[config.mk]
export PLATFORM = sky130hd
export DESIGN_NAME = flag_branch_ctrl
export DESIGN_NICKNAME = d
export VERILOG_FILES = /design/src/rtl/flag_branch_ctrl.sv
export SDC_FILE = /design/constraint.sdc
export NUM_CORES = 1
export LEC_CHECK = 0
export CAP_MARGIN = 30
export CORE_ASPECT_RATIO = 2
export CORE_MARGIN = 3
export CORE_UTILIZATION = 48
export DETAILED_ROUTE_END_ITERATION = 10
export GPL_ROUTABILITY_DRIVEN = 0
export PLACE_DENSITY = 0.87
export SLEW_MARGIN = 30
export SYNTH_ARGS = -nofsm -noshare
export SYNTH_HDL_FRONTEND = slang
export SYNTH_SLANG_ARGS = --single-unit
[constraint.sdc]
create_clock -name clk -period 6.5 [get_ports clk]
set_clock_uncertainty 0.05 [all_clocks]
set_input_delay 1.95 -clock clk [delete_from_list [all_inputs] [get_ports clk]]
set_output_delay 1.95 -clock clk [all_outputs]
set_load 0.03 [all_outputs]
[src/rtl/flag_branch_ctrl.sv]
// flag_branch_ctrl
//   Holds the {Z,V,N} condition flags written by the 16-bit add/sub unit and
//   resolves conditional branches against them with one cycle of latency.
//   A HLT instruction parks the block in HALTED until reset.
//
// Handshake: a branch is accepted on a rising edge when br_valid=1, stall=0,
//   halt=0 and the FSM is in RUN. Its result (out_valid=1 with taken and
//   next_pc) is presented for the following cycle(s) until the next
//   non-stalled edge. There is no back-pressure from the consumer; stall
//   freezes both the request side and the registered result.
//
// Ports
//   clk         in   clock, rising edge
//   rst         in   synchronous active-high reset
//   stall       in   hold all internal state
//   flag_wr_en  in   [2:0] per-flag write enables {Z,V,N}
//   alu_n/z/v   in   flag values from the add/sub unit
//   br_valid    in   branch presented this cycle
//   br_cond     in   [2:0] condition code
//   br_reg      in   0: PC-relative target, 1: register target
//   br_imm      in   [IMM_W-1:0] signed offset in half-words
//   reg_target  in   [15:0] register branch target
//   pc_plus2    in   [15:0] branch address + 2
//   halt        in   HLT instruction presented
//   flags       out  [2:0] registered {Z,V,N}
//   out_valid   out  registered: branch result valid
//   taken       out  registered: branch taken
//   halted      out  registered: FSM is HALTED (doubles as the FSM state view)
//   next_pc     out  [15:0] registered resolved PC
module flag_branch_ctrl #(
    parameter int IMM_W = 9
) (
    input  logic             clk,
    input  logic             rst,
    input  logic             stall,
    input  logic [2:0]       flag_wr_en,
    input  logic             alu_N,
    input  logic             alu_Z,
    input  logic             alu_V,
    input  logic             br_valid,
    input  logic [2:0]       br_cond,
    input  logic             br_reg,
    input  logic [IMM_W-1:0] br_imm,
    input  logic [15:0]      reg_target,
    input  logic [15:0]      pc_plus2,
    input  logic             halt,
    output logic [2:0]       flags,
    output logic             out_valid,
    output logic             taken,
    output logic             halted,
    output logic [15:0]      next_pc
);

    typedef enum logic {
        RUN    = 1'b0,
        HALTED = 1'b1
    } state_t;

    state_t      state, state_n;
    logic [2:0]  flags_n;
    logic        out_valid_n;
    logic        taken_n;
    logic [15:0] next_pc_n;

    logic        cond_ok;
    logic [15:0] imm_ext;
    logic [15:0] target;

    // Flag bit positions inside {Z,V,N}
    logic fz, fv, fn;
    assign fz = flags[2];
    assign fv = flags[1];
    assign fn = flags[0];

    // Condition evaluation uses the registered flags, so a flag write in the
    // same cycle as a branch only affects later branches.
    always_comb begin
        cond_ok = 1'b0;
        case (br_cond)
            3'b000:  cond_ok = ~fz;
            3'b001:  cond_ok = fz;
            3'b010:  cond_ok = ~fz & ~fn;
            3'b011:  cond_ok = fn;
            3'b100:  cond_ok = fz | ~fn;
            3'b101:  cond_ok = fn | fz;
            3'b110:  cond_ok = fv;
            default: cond_ok = 1'b1;
        endcase
    end

    // Sign-extend the half-word offset to 16 bits, then scale to bytes.
    // IMM_W is expected to be below 16.
    assign imm_ext = {{(16 - IMM_W){br_imm[IMM_W-1]}}, br_imm};
    assign target  = br_reg ? reg_target
                            : pc_plus2 + {imm_ext[14:0], 1'b0};

    always_comb begin
        state_n     = state;
        flags_n     = flags;
        out_valid_n = out_valid;
        taken_n     = taken;
        next_pc_n   = next_pc;

        if (state == RUN && !stall) begin
            flags_n[2] = flag_wr_en[2] ? alu_Z : flags[2];
            flags_n[1] = flag_wr_en[1] ? alu_V : flags[1];
            flags_n[0] = flag_wr_en[0] ? alu_N : flags[0];

            if (halt) begin
                // HLT beats a simultaneous branch: nothing is resolved.
                state_n     = HALTED;
                out_valid_n = 1'b0;
                taken_n     = 1'b0;
            end else if (br_valid) begin
                out_valid_n = 1'b1;
                taken_n     = cond_ok;
                next_pc_n   = cond_ok ? target : pc_plus2;
            end else begin
                out_valid_n = 1'b0;
                taken_n     = 1'b0;
            end
        end
        // In HALTED everything holds; out_valid/taken were cleared on entry.
    end

    always_ff @(posedge clk) begin
        if (rst) begin
            state     <= RUN;
            flags     <= 3'b000;
            out_valid <= 1'b0;
            taken     <= 1'b0;
            next_pc   <= 16'h0000;
        end else begin
            state     <= state_n;
            flags     <= flags_n;
            out_valid <= out_valid_n;
            taken     <= taken_n;
            next_pc   <= next_pc_n;
        end
    end

    assign halted = (state == HALTED);

endmodule

==> results of run 1 <==
-- power by group --
group           total, W  internal, W  switching, W  leakage, nW
registers       0.000145     0.000141    0.00000450        0.179
logic           0.000186    0.0000875     0.0000988        0.863
clock network  0.0000876    0.0000414     0.0000462       0.0216
-- final timing paths --
kind,from,to,slack (ps),cells past startpoint
worst max-delay path,pc_plus2[1],next_pc[15],2320,10
worst min-delay path,next_pc[1],next_pc[1],410,2
worst max register to register,halted,next_pc[9],4180,5
worst min register to register,next_pc[1],next_pc[1],410,2
-- metal layers --
layer / vias up / wire, um / part of all wire (%) / GRT usage (%)
li1: 1121 / - / - / -
met1: 1060 / 2290 / 36 / 27.5
met2: 83 / 3570 / 56 / 48.4
met3: 19 / 264 / 4.1 / 2.46
met4: 0 / 247 / 3.9 / 14.5
met5: - / 0 / 0 / 0
-- cell families after synthesis --
logic type	synth area share [%]
compound gates	31.4
xor+xnor	3.05
fa+ha+maj	9.70
buf+inv	4.29
flops	21.9
mux	3.11
simple gates	26.6
-- worst min-delay path, cell delays in order (launching register included) --
cell and delay, ps:
dfxtp_1 320, nand2_1 50, a21oi_1 50
-- through the flow --
| step | power (W) | hold slack, ps | setup slack (ps) |
|---|---|---|---|
| global placement | 0.000331 | 391 | 2150 |
| global route | 0.000442 | 444 | 2130 |
| floorplan | 0.000261 | 534 | 2770 |
| CTS | 0.000420 | 409 | 2330 |
| finish | 0.000419 | 410 | 2320 |
| detailed placement | 0.000334 | 397 | 2070 |
-- registers in the layout, summed over array words and instances, names as in the netlist --
signal and count:
out_valid 1, flags 3, taken 1, halted 1, next_pc 16
-- cells in the mapped netlist, types with 5 or more instances --
library cell,instances
nand2_1,38
nor2_1,17
inv_1,7
xnor2_1,6
nand3_1,12
o21ai_0,10
ha_1,14
a21o_1,9
dfxtp_1,22
o211ai_1,10
a21oi_1,21
clkbuf_1,5
nand2b_1,6
o21ai_1,5
-- layout make-up --
class | instances | area [sq um]
multi-input combinational | 220 | 1490
fill | 327 | 1130
timing repair buffer | 79 | 781
sequential | 22 | 440
tap | 51 | 63.8
clock buffer | 3 | 41.3
inverter | 7 | 26.3
==> impl_metrics.json, run 1 <==
{
  "cp_cell_sequence": "clkdlybuf4s50_1, ha_1, inv_1, fa_1, nor2b_1, o31a_1, o211ai_2, o221ai_1, mux2_2, nand3_1",
  "grt_max_degree": 26,
  "placed_area_sq_mm": 0.00280,
  "initial_core_util_pct": 50.8,
  "fin_crit_sh_pct": 64.3,
  "instances_no_fill": 382,
  "synth_top_area_cell": "dfxtp_1",
  "route.detailed.drc": 0,
  "ctsHoldBuffers": 0,
  "die-area_sq_mm": 0.00505,
  "post-cts-setup-buffers": 0,
  "clock_tree.root_cell": "clkbuf_8",
  "syn_inst": 260,
  "syn-cell-area_sq_mm": 0.00201,
  "wl_um": 6370,
  "final_cell_area_sq_mm": 0.00284,
  "path_buf_inv": 2,
  "gr-total-overflow": 0,
  "ys.flop_type": "dfxtp_1",
  "drtIter0Drc": 57,
  "period_minus_slack_ps": 4180,
  "clock_latency_ps": 260,
  "io_pins": 78,
  "tightest_slew_ps": 939,
  "antenna_left": 0,
  "syn_avg_cell_area_sq_um": 7.74,
  "max_slew_margin_pct": 37.2,
  "synth_top_area_share_pct": 21.9,
  "setup_violations": 0,
  "grt_use_total_pct": 26.4,
  "ctsResizeCount": 0,
  "nets": 404,
  "crit_path_end_kind": "flip-flop",
  "io_buffers": 77,
  "wl_per_cell_um": 16.7,
  "hold_viol": 0,
  "core.rowCount": 32,
  "maxCapViolCount": 0,
  "synthArstFlopShare_pct": 0,
  "start_kind": "primary input",
  "p_per_area_mw_per_mm2": 148,
  "die_w_um": 51.8,
  "synth_nets": 331,
  "status": "finished clean",
  "fmax_ghz": 0.239,
  "synth-edff-count": 0,
  "ys_ff_latch": 22,
  "p_leak_nw": 1.06,
  "clock-sinks": 22,
  "cp_top_family": "compound AO/OA/AOI/OAI gates",
  "n_antenna_cell": 0,
  "final_cell_mix": "clkdlybuf4s50_1 (76), nand2_1 (38), dfxtp_1 (22), a21oi_1 (21), nor2_1 (17)",
  "coreArea_sq_mm": 0.00396,
  "worstSetupPathType": "primary input to flip-flop",
  "cts_tree": "built",
  "numCtsBuffers": 3,
  "grt_pass1_wl_um": 10500,
  "drive_above_1_share_pct": 5.74,
  "synth_seq_area_share_pct": 21.9,
  "cp_slowest_stage_delay_ps": 490,
  "num_vias": 2283,
  "utilization_pct": 71.6,
  "worstPathMaxFanout": 5,
  "worst_path_max_delay_cell": "clkdlybuf4s50_1",
  "ys_warn_count": 0,
  "cp_data_arrival_time_ps": 4340,
  "synth_area_leaders": "dfxtp_1 (22%), ha_1 (8.7%), nand2_1 (7.1%)",
  "layout_commonest_cell": "clkdlybuf4s50_1",
  "rsz0062_at_grt": "no",
  "grt_antenna_before_repair": 0,
  "drv_slew": 0,
  "dp.cells": 379,
  "vias_per_cell": 5.98,
  "cts_buffer_depth": 2,
  "die_h_um": 97.6,
  "path_clk_slew_ps": 80,
  "first_global_vias": 2317,
  "ir_drop_v": 0.000108,
  "required_ps": 6660,
  "hp-class": "flip-flop to flip-flop",
  "syn2layout_area_growth_pct": 41.0,
  "h-tree-depth": 1,
  "yosysUniqueCellTypes": 54,
  "first_pass_iters": 4,
  "dpl.hpwl_um": 5070,
  "setup_tns_ps": 0
}
(Power assumes the default switching activity.)
==> inputs of run 2 (changes only) <==
Settings changed: CORE_UTILIZATION 48 to 40, PLACE_DENSITY 0.87 to 0.77.
Clock period 6.5 ns to 3.51 ns, I/O delays scaled along.
==> run 2 against run 1 <==
Global-route usage decreased by 4.0 points. Critical endpoint unchanged. Sequential cell count stayed put. Register-to-register slack got worse by 2800 ps. Utilization is 9.4 points lower. Highest routed layer unchanged.
==> impl_metrics.json, run 2 (synthesized netlist as in run 1, its figures left out) <==
{
  "die_w_um": 56.2,
  "grt_use_total_pct": 22.4,
  "grt_pass1_wl_um": 10700,
  "syn2layout_area_growth_pct": 46.3,
  "clock_tree.root_cell": "clkbuf_8",
  "num_vias": 2338,
  "fmax_ghz": 0.314,
  "rsz0062_at_grt": "no",
  "ctsResizeCount": 0,
  "timing.final.ws_setup_ps": 321,
  "antenna_left": 0,
  "io_buffers": 77,
  "power_frac_clock_pct": 28.1,
  "place_ws_ps": 68.3,
  "multiInputGateArea_sq_mm": 0.00149,
  "h-tree-depth": 1,
  "coreArea_sq_mm": 0.00473,
  "layout_commonest_cell": "clkdlybuf4s50_1",
  "final_cell_area_sq_mm": 0.00294,
  "max_slew_margin_pct": 61.9,
  "cp_data_arrival_time_ps": 3360,
  "numCtsBuffers": 3,
  "route.detailed.drc": 0,
  "worstSetupPathType": "primary input to flip-flop",
  "die-area_sq_mm": 0.00597,
  "hold_viol": 0,
  "nets": 411,
  "p_per_area_mw_per_mm2": 297,
  "clock_latency_ps": 270,
  "crit_path_end_kind": "flip-flop",
  "placed_area_sq_mm": 0.00287,
  "p_comb_share_pct": 41.0,
  "clock-sinks": 22,
  "vias_per_cell": 5.93,
  "seq_area_sq_um": 440,
  "cts_tree": "built",
  "drtIter0Drc": 66,
  "drive_above_1_share_pct": 7.67,
  "start_kind": "primary input",
  "post-cts-setup-buffers": 0,
  "drv_slew": 0,
  "p_sw_share_pct": 33.0,
  "initial_core_util_pct": 42.5,
  "ir_drop_v": 0.000216,
  "setup_violations": 0,
  "wl_per_cell_um": 17.1,
  "wl_um": 6750,
  "n_antenna_cell": 0,
  "die_h_um": 106,
  "cts_buffer_depth": 2,
  "p_leak_nw": 1.12,
  "first_global_vias": 2313,
  "largest-register": "next_pc",
  "worstPathMaxFanout": 5,
  "hp-class": "flip-flop to flip-flop",
  "final_cell_mix": "clkdlybuf4s50_1 (77), nand2_1 (38), dfxtp_1 (22), a21oi_1 (21), nor2_1 (17)",
  "tightest_slew_ps": 572,
  "period_minus_slack_ps": 3190,
  "fin_crit_sh_pct": 90.9,
  "dpl.hpwl_um": 5320,
  "seqPwrFrac_pct": 30.9,
  "grt_max_degree": 24,
  "largest_reg_flops": 16,
  "required_ps": 3680,
  "gr-total-overflow": 0,
  "p_sw_w": 0.000289,
  "core.rowCount": 35,
  "status": "finished clean",
  "ctsHoldBuffers": 0,
  "fill_cells": 449,
  "p_total_w": 0.000874,
  "p_int_w": 0.000585,
  "setup_tns_ps": 0,
  "maxCapViolCount": 0,
  "path_clk_slew_ps": 90,
  "grt_antenna_before_repair": 0,
  "reg_top3": "next_pc (16), flags (3)",
  "first_pass_iters": 4,
  "io_pins": 78
}
[run 2: cell types whose count changed in the layout (fill, tap and decap cells not counted), sizes merged]
cell and change:
buf +6, clkdlybuf4s50 +1, bufinv +1
[run 2: area by class of cell]
cell class | instances | area share (%)
multi-input cells | 220 | 50.5
flip-flops and latches | 22 | 15.0
inverters | 7 | 0.893
repair buffers | 86 | 28.9
well taps | 55 | 2.34
clock inverters | 1 | 1.02
clock buffers | 3 | 1.40
[run 2: path summary, 6_finish.rpt]
path,to,startpoint,depth (start not counted),slack (ps)
max,next_pc[15],pc_plus2[1],10,320
min,next_pc[5],next_pc[5],2,410
max reg2reg,next_pc[9],flags[2],6,1420
min reg2reg,next_pc[5],next_pc[5],2,410
[run 2: per-layer routing]
| layer | global-route usage [%] | wire, um | part of all wire, % | vias up |
|---|---|---|---|---|
| met2 | 41.6 | 3650 | 54 | 102 |
| li1 | - | - | - | 1133 |
| met4 | 12.7 | 279 | 4.1 | 0 |
| met3 | 2.31 | 370 | 5.5 | 22 |
| met5 | 0 | 0 | 0 | - |
| met1 | 23.6 | 2450 | 36 | 1081 |
[run 2: critical path: stages]
cell and delay, ps:
clkdlybuf4s50_1 480, ha_1 210, inv_1 70, fa_1 370, nor2b_1 170, o31a_1 170, o211ai_2 160, o221ai_1 240
mux2_2 360, nand3_1 80
[run 2: stage by stage]
step | std cells | hold WS [ps] | util [%]
after floorplan | 260 | 534 | -
after global placement | 390 | 394 | 60.7
after detailed placement | 390 | 400 | 60.7
after CTS | 394 | 413 | 62.2
after global routing | 394 | 431 | 62.2
final | 394 | 411 | 62.2
[run 2: power by group through the flow]
stage,combinational [W],clock [W],sequential [W]
5_1_grt,0.000388,0.000261,0.000272
3_3_place_gp,0.000350,0,0.000275
2_1_floorplan,0.000186,0,0.000297
4_1_cts,0.000356,0.000251,0.000270
6_report,0.000358,0.000246,0.000270
3_5_place_dp,0.000354,0,0.000276
